[src/rtl/pa_defs.sv]
// rtl/pa_defs.sv - shared widths, sync marker and loader state encoding
// Purpose: common definitions for the bundle loader and its assembler.
// Ports: none (package).
package pa_defs;

    localparam int ADDR_W   = 16;
    localparam int BUNDLE_W = 60;
    localparam int WORD_W   = 16;
    localparam int INSTR_W  = 30;

    localparam logic [15:0] SYNC_WORD = 16'hA55A;

    typedef enum logic [2:0] {
        ST_IDLE,
        ST_BASE,
        ST_COUNT,
        ST_PAYLOAD,
        ST_WRITE,
        ST_CSUM
    } loaderState_t;

endpackage

[src/rtl/bundle_assembler.sv]
// rtl/bundle_assembler.sv - packs four payload words into one bundle and keeps the running XOR
// Purpose: shift register + 2-bit word index + XOR accumulator driven by the loader FSM.
// Ports:
//   clock_i, reset_i    clock, asynchronous active-high reset
//   clear_i             zero the word index and XOR accumulator (start of a packet)
//   shift_i             take word_i: shift into bundle, XOR into checksum, index++
//   word_i              incoming payload word
//   bundle_o            bundle register contents
//   nextBundle_o        bundle as it will be once word_i is shifted in
//   index_o             payload word position within the current bundle
//   xorAcc_o            XOR of every payload word taken since the last clear
module bundle_assembler
    import pa_defs::*;
#(
    parameter int WW = 16,
    parameter int BW = 60
) (
    input  logic          clock_i,
    input  logic          reset_i,
    input  logic          clear_i,
    input  logic          shift_i,
    input  logic [WW-1:0] word_i,
    output logic [BW-1:0] bundle_o,
    output logic [BW-1:0] nextBundle_o,
    output logic [1:0]    index_o,
    output logic [WW-1:0] xorAcc_o
);

    // Shifting a 60-bit register left by a full word drops the top nibble of
    // the first word, which is exactly the ignored word[15:12] of slot 0.
    assign nextBundle_o = {bundle_o[BW-WW-1:0], word_i};

    always_ff @(posedge clock_i or posedge reset_i) begin
        if (reset_i) begin
            bundle_o <= '0;
            index_o  <= '0;
            xorAcc_o <= '0;
        end else if (clear_i) begin
            index_o  <= '0;
            xorAcc_o <= '0;
        end else if (shift_i) begin
            bundle_o <= nextBundle_o;
            index_o  <= index_o + 2'd1;
            xorAcc_o <= xorAcc_o ^ word_i;
        end
    end

endmodule

[src/rtl/bundle_loader.sv]
// rtl/bundle_loader.sv - writes 60-bit VLIW-2 bundles from a word stream into instruction memory
// Purpose: parses SYNC/BASE/COUNT/payload/CHECKSUM packets, writes one bundle per four
//          payload words and keeps the core held until a load ends with a good checksum.
// Ports:
//   clock_i, reset_i               clock, asynchronous active-high reset
//   wordValid_i, word_i            incoming stream word
//   wordReady_o                    loader accepts a word this cycle
//   imemWe_o, imemAddr_o, imemData_o  one-cycle I-mem write port
//   coreHold_o                     core held while the program is not valid
//   loadDone_o                     one-cycle pulse at the end of a packet
//   loadError_o                    sticky checksum-mismatch flag of the last packet
module bundle_loader #(
    parameter int ADDR_W   = pa_defs::ADDR_W,
    parameter int BUNDLE_W = pa_defs::BUNDLE_W,
    parameter int WORD_W   = pa_defs::WORD_W,
    parameter logic [15:0] SYNC_WORD = pa_defs::SYNC_WORD
) (
    input  logic                clock_i,
    input  logic                reset_i,
    input  logic                wordValid_i,
    input  logic [WORD_W-1:0]   word_i,
    output logic                wordReady_o,
    output logic                imemWe_o,
    output logic [ADDR_W-1:0]   imemAddr_o,
    output logic [BUNDLE_W-1:0] imemData_o,
    output logic                coreHold_o,
    output logic                loadDone_o,
    output logic                loadError_o
);
    import pa_defs::*;

    loaderState_t        state, stateNext;
    logic [ADDR_W-1:0]   addr, addrNext;
    logic [WORD_W-1:0]   remaining, remNext;
    logic                weNext, holdNext, errNext, doneNext;
    logic [ADDR_W-1:0]   imemAddrNext;
    logic [BUNDLE_W-1:0] dataNext;
    logic                asmClear, asmShift;
    logic [BUNDLE_W-1:0] bundle, nextBundle;
    logic [1:0]          index;
    logic [WORD_W-1:0]   xorAcc;
    logic                accept;

    assign accept = wordValid_i & wordReady_o;

    bundle_assembler #(.WW(WORD_W), .BW(BUNDLE_W)) assembler (
        .clock_i      (clock_i),
        .reset_i      (reset_i),
        .clear_i      (asmClear),
        .shift_i      (asmShift),
        .word_i       (word_i),
        .bundle_o     (bundle),
        .nextBundle_o (nextBundle),
        .index_o      (index),
        .xorAcc_o     (xorAcc)
    );

    always_comb begin
        stateNext    = state;
        addrNext     = addr;
        remNext      = remaining;
        weNext       = 1'b0;
        imemAddrNext = imemAddr_o;
        dataNext     = imemData_o;
        holdNext     = coreHold_o;
        errNext      = loadError_o;
        doneNext     = 1'b0;
        asmClear     = 1'b0;
        asmShift     = 1'b0;
        case (state)
            ST_IDLE: begin
                if (accept && word_i == SYNC_WORD) begin
                    stateNext = ST_BASE;
                    holdNext  = 1'b1;
                    errNext   = 1'b0;
                end
            end
            ST_BASE: begin
                if (accept) begin
                    addrNext  = word_i[ADDR_W-1:0];
                    stateNext = ST_COUNT;
                end
            end
            ST_COUNT: begin
                if (accept) begin
                    remNext   = word_i;
                    asmClear  = 1'b1;
                    stateNext = (word_i == '0) ? ST_CSUM : ST_PAYLOAD;
                end
            end
            ST_PAYLOAD: begin
                if (accept) begin
                    asmShift = 1'b1;
                    // Launch the write on the 4th word so the strobe is high
                    // during the single WRITE cycle.
                    if (index == 2'd3) begin
                        stateNext    = ST_WRITE;
                        weNext       = 1'b1;
                        imemAddrNext = addr;
                        dataNext     = nextBundle;
                    end
                end
            end
            ST_WRITE: begin
                addrNext  = addr + 1'b1;
                remNext   = remaining - 1'b1;
                stateNext = (remaining == 1) ? ST_CSUM : ST_PAYLOAD;
            end
            ST_CSUM: begin
                if (accept) begin
                    doneNext  = 1'b1;
                    holdNext  = (xorAcc != word_i);
                    errNext   = (xorAcc != word_i);
                    stateNext = ST_IDLE;
                end
            end
            default: stateNext = ST_IDLE;
        endcase
    end

    always_ff @(posedge clock_i or posedge reset_i) begin
        if (reset_i) begin
            state       <= ST_IDLE;
            addr        <= '0;
            remaining   <= '0;
            wordReady_o <= 1'b0;
            imemWe_o    <= 1'b0;
            imemAddr_o  <= '0;
            imemData_o  <= '0;
            coreHold_o  <= 1'b1;
            loadDone_o  <= 1'b0;
            loadError_o <= 1'b0;
        end else begin
            state       <= stateNext;
            addr        <= addrNext;
            remaining   <= remNext;
            wordReady_o <= (stateNext != ST_WRITE);
            imemWe_o    <= weNext;
            imemAddr_o  <= imemAddrNext;
            imemData_o  <= dataNext;
            coreHold_o  <= holdNext;
            loadDone_o  <= doneNext;
            loadError_o <= errNext;
        end
    end

endmodule

[config.mk]
export PLATFORM = sky130hd
export DESIGN_NAME = bundle_loader
export DESIGN_NICKNAME = d
export VERILOG_FILES = /design/src/rtl/pa_defs.sv /design/src/rtl/bundle_assembler.sv /design/src/rtl/bundle_loader.sv
export SDC_FILE = /design/constraint.sdc
export NUM_CORES = 1
export LEC_CHECK = 0
export BUFFER_PORTS_ARGS = -buffer_cell sky130_fd_sc_hd__buf_2
export CAP_MARGIN = 0
export CORE_MARGIN = 2
export CORE_UTILIZATION = 27
export DETAILED_ROUTE_END_ITERATION = 6
export SLEW_MARGIN = 20
export SYNTH_ARGS = -nofsm -noshare
export SYNTH_HDL_FRONTEND = slang
export SYNTH_SLANG_ARGS = --single-unit
[constraint.sdc]
create_clock -name clock_i -period 5.08 [get_ports clock_i]
set_clock_uncertainty 0.1 [all_clocks]
set_input_delay 0.508 -clock clock_i [delete_from_list [all_inputs] [get_ports clock_i]]
set_output_delay 0.508 -clock clock_i [all_outputs]
set_load 0.01 [all_outputs]
==> flow_summary.ini <==
[status]
outcome = completed

[synth]
synth_async_sr_flop_share = 1.00
synth_cells = 742
synth_nets = 765
synth_warnings = 0
synth_seq_cells = 178
ys_seq_area_frac = 0.567
syn-mean-instance-area_um2 = 10.6
ys_types = 54
synth-edff-count = 0
netlist_area_um2 = 7860
synth-main-ff-cell = dfrtp_1

[worst_setup_path]
start_kind = flip-flop
cp-endpoint = imemData_o[16]$_DFFE_PP0P_
critical_path_arrival_ps = 2960
reg2reg_from = state[1]$_DFF_PP0_
r2r_cells = 5
startpoint = state[1]$_DFF_PP0_
crit_required_ps = 5290
path_max_fanout = 47
r2r_setup_slack_ps = 2330
timing.rr.end = imemData_o[16]$_DFFE_PP0P_
cp-end-kind = flip-flop
path_class = flip-flop to flip-flop

[cts]
cts_buffers = 17
clockBufferDepth = 2
clock-root-buffer = clkbuf_16
cts_setup_buffers = 0
holdBufCountCts = 0
htreeDepth = 4
cts.sink_count = 178
cts_tree = yes
path_clk_slew_ps = 70
worstSkewPairLatency_ps = 430
cts_resized = 0

[routing]
routedWlPerCell_um = 15.9
drc_errors = 0
drt-pass1-iter-count = 5
routed_wl_um = 19400
num_vias = 5761
routed_via_density = 4.72
ant_nets = 0
first_iter_violations = 452

[floorplanning]
die_h_um = 175
die_width_um = 175
initial_core_util = 0.274
core_um2 = 28700
num_rows = 62
io_pins = 100
die-area_um2 = 30500

[global_route]
grt_antenna_before_repair = 1
grt_pass1_wl_um = 31400
grt_pass1_vias = 5580
grt_max_degree = 179
grt_use_total = 0.130
overflow = 0

[sta]
slew_headroom = 0.345
min_period_ps = 2750
setup_viol = 0
rsz0062_at_grt = false
worst_slew_pin_slew_ps = 982
clock.fmax_mhz = 363
finalHoldViolCount = 0
post-route-period-util = 0.542
drv_slew = 0
finalSetupTns_ps = 0

[cells_and_area]
final_common_cell = dfrtp_1
fin_nets = 845
final_cell_mix = 177 x dfrtp_1, 164 x nand2_1, 99 x buf_2
area_growth_pct = 18.8
drive_gt1_frac = 0.274
fin_area_um2 = 9340

[job]
cap_violations = 0

[power_and_ir_drop]
cellPowerDensity_nw_per_um2 = 457
ir_worst_vdd_uv = 217
p_leak_nw = 4.63
p_total_mw = 4.26

[min_path]
min_path_type = primary input to asynchronous set/reset pin

[place]
place.gp.congestion = 0.807
port_buffers = 99
placed_area_um2 = 8720
dp_hpwl_um = 12400
-- layout make-up --
cell class / count / area [µm²]
fill: 2999 / 19400
clock buffer: 22 / 474
clock inverter: 10 / 141
timing repair buffer: 103 / 551
tap: 384 / 480
sequential: 178 / 4460
multi-input combinational: 495 / 3130
antenna: 1 / 2.50
inverter: 27 / 105
-- sequential cells by signal, summed over array words and instances (netlist names) --
register and cells:
assembler.bundle_o 44, imemWe_o 1, wordReady_o 1, assembler.index_o 2
assembler.xorAcc_o 16, loadDone_o 1, imemAddr_o 16, imemData_o 60
coreHold_o 1, state 3, loadError_o 1, addr 16
remaining 16
-- per-stage QoR --
step / hold WS [ps] / setup slack, ps / utilization / cells
finish: 265 / 2330 / 0.325 / 1220
global route: 313 / 2140 / 0.325 / 1219
CTS: 302 / 2320 / 0.325 / 1219
detailed placement: 358 / 2260 / 0.304 / 1187
global placement: 353 / 2320 / 0.304 / 1187
floorplan: 340 / 2190 / - / 742
-- synth_stat cells, types with 5 or more instances --
cell      instances  area [µm²]
buf_1             6        22.5
a21oi_1          20         100
o21a_1           16         120
nand2b_1         21         131
nor2_1           39         146
dfrtp_1         177        4430
and3_1            5        31.3
and2_1            5        31.3
inv_1            27         101
nand3_1          20         100
o22ai_1          21         131
nand2_1         165         619
clkbuf_1         19        71.3
nand4_1           7        43.8
nor4_1            5        31.3
a211oi_1          8        60.1
buf_2            14        70.1
mux2_2           76         856
o21ai_0          13        65.1
nor3_1            9        45.0
a311oi_1          8        70.1
-- worst min-delay path by stage --
| stage | startpoint | end | slack, ps | cells past startpoint |
|---|---|---|---|---|
| global route | word_i[0] | assembler.bundle_o[0]$_DFFE_PP0P_ | 310 | 3 |
| detailed placement | assembler.bundle_o[35]$_DFFE_PP0P_ | assembler.bundle_o[35]$_DFFE_PP0P_ | 360 | 2 |
| CTS | word_i[0] | assembler.bundle_o[0]$_DFFE_PP0P_ | 300 | 3 |
| finish | reset_i | imemData_o[59]$_DFFE_PP0P_ | 270 | 3 |
| global placement | assembler.bundle_o[37]$_DFFE_PP0P_ | assembler.bundle_o[37]$_DFFE_PP0P_ | 350 | 2 |
| floorplan | assembler.bundle_o[28]$_DFFE_PP0P_ | assembler.bundle_o[28]$_DFFE_PP0P_ | 340 | 2 |
-- routing by layer --
metal  global-route usage  vias up  share of wire  wire [µm]
met3               0.0352       15          0.062       1200
met1                0.193     2860           0.50       9710
met5                    0        -              0          0
met2                0.185      153           0.43       8240
li1                     -     2733              -          -
met4               0.0358        0          0.012        230
-- cell families (layout without fill, tap and decap cells) --
group                    after synthesis  count (layout)  share of synthesized area
AO/OA/AOI/OAI                        111             111                     0.0972
flip-flops                           178             178                      0.567
adder cells (fa/ha/maj)                4               4                    0.00637
AND/OR/NAND/NOR                      302             302                      0.182
buffers and inverters                 69             162                     0.0366
multiplexers                          77              77                      0.110
other                                  0               1                          0
XOR/XNOR                               1               1                    0.00111
-- power breakdown --
group	internal (mW)	switching [mW]
clock	0.781	0.580
combinational	0.371	0.530
sequential	1.72	0.284
-- worst max-delay path: stages, from the launching register on --
cell and delay, ps:
dfrtp_1 540, and3_1 330, nand2_1 150, nor2_4 750, buf_12 340, mux2_2 370
No activity file was read; power rests on OpenSTA's default activity.
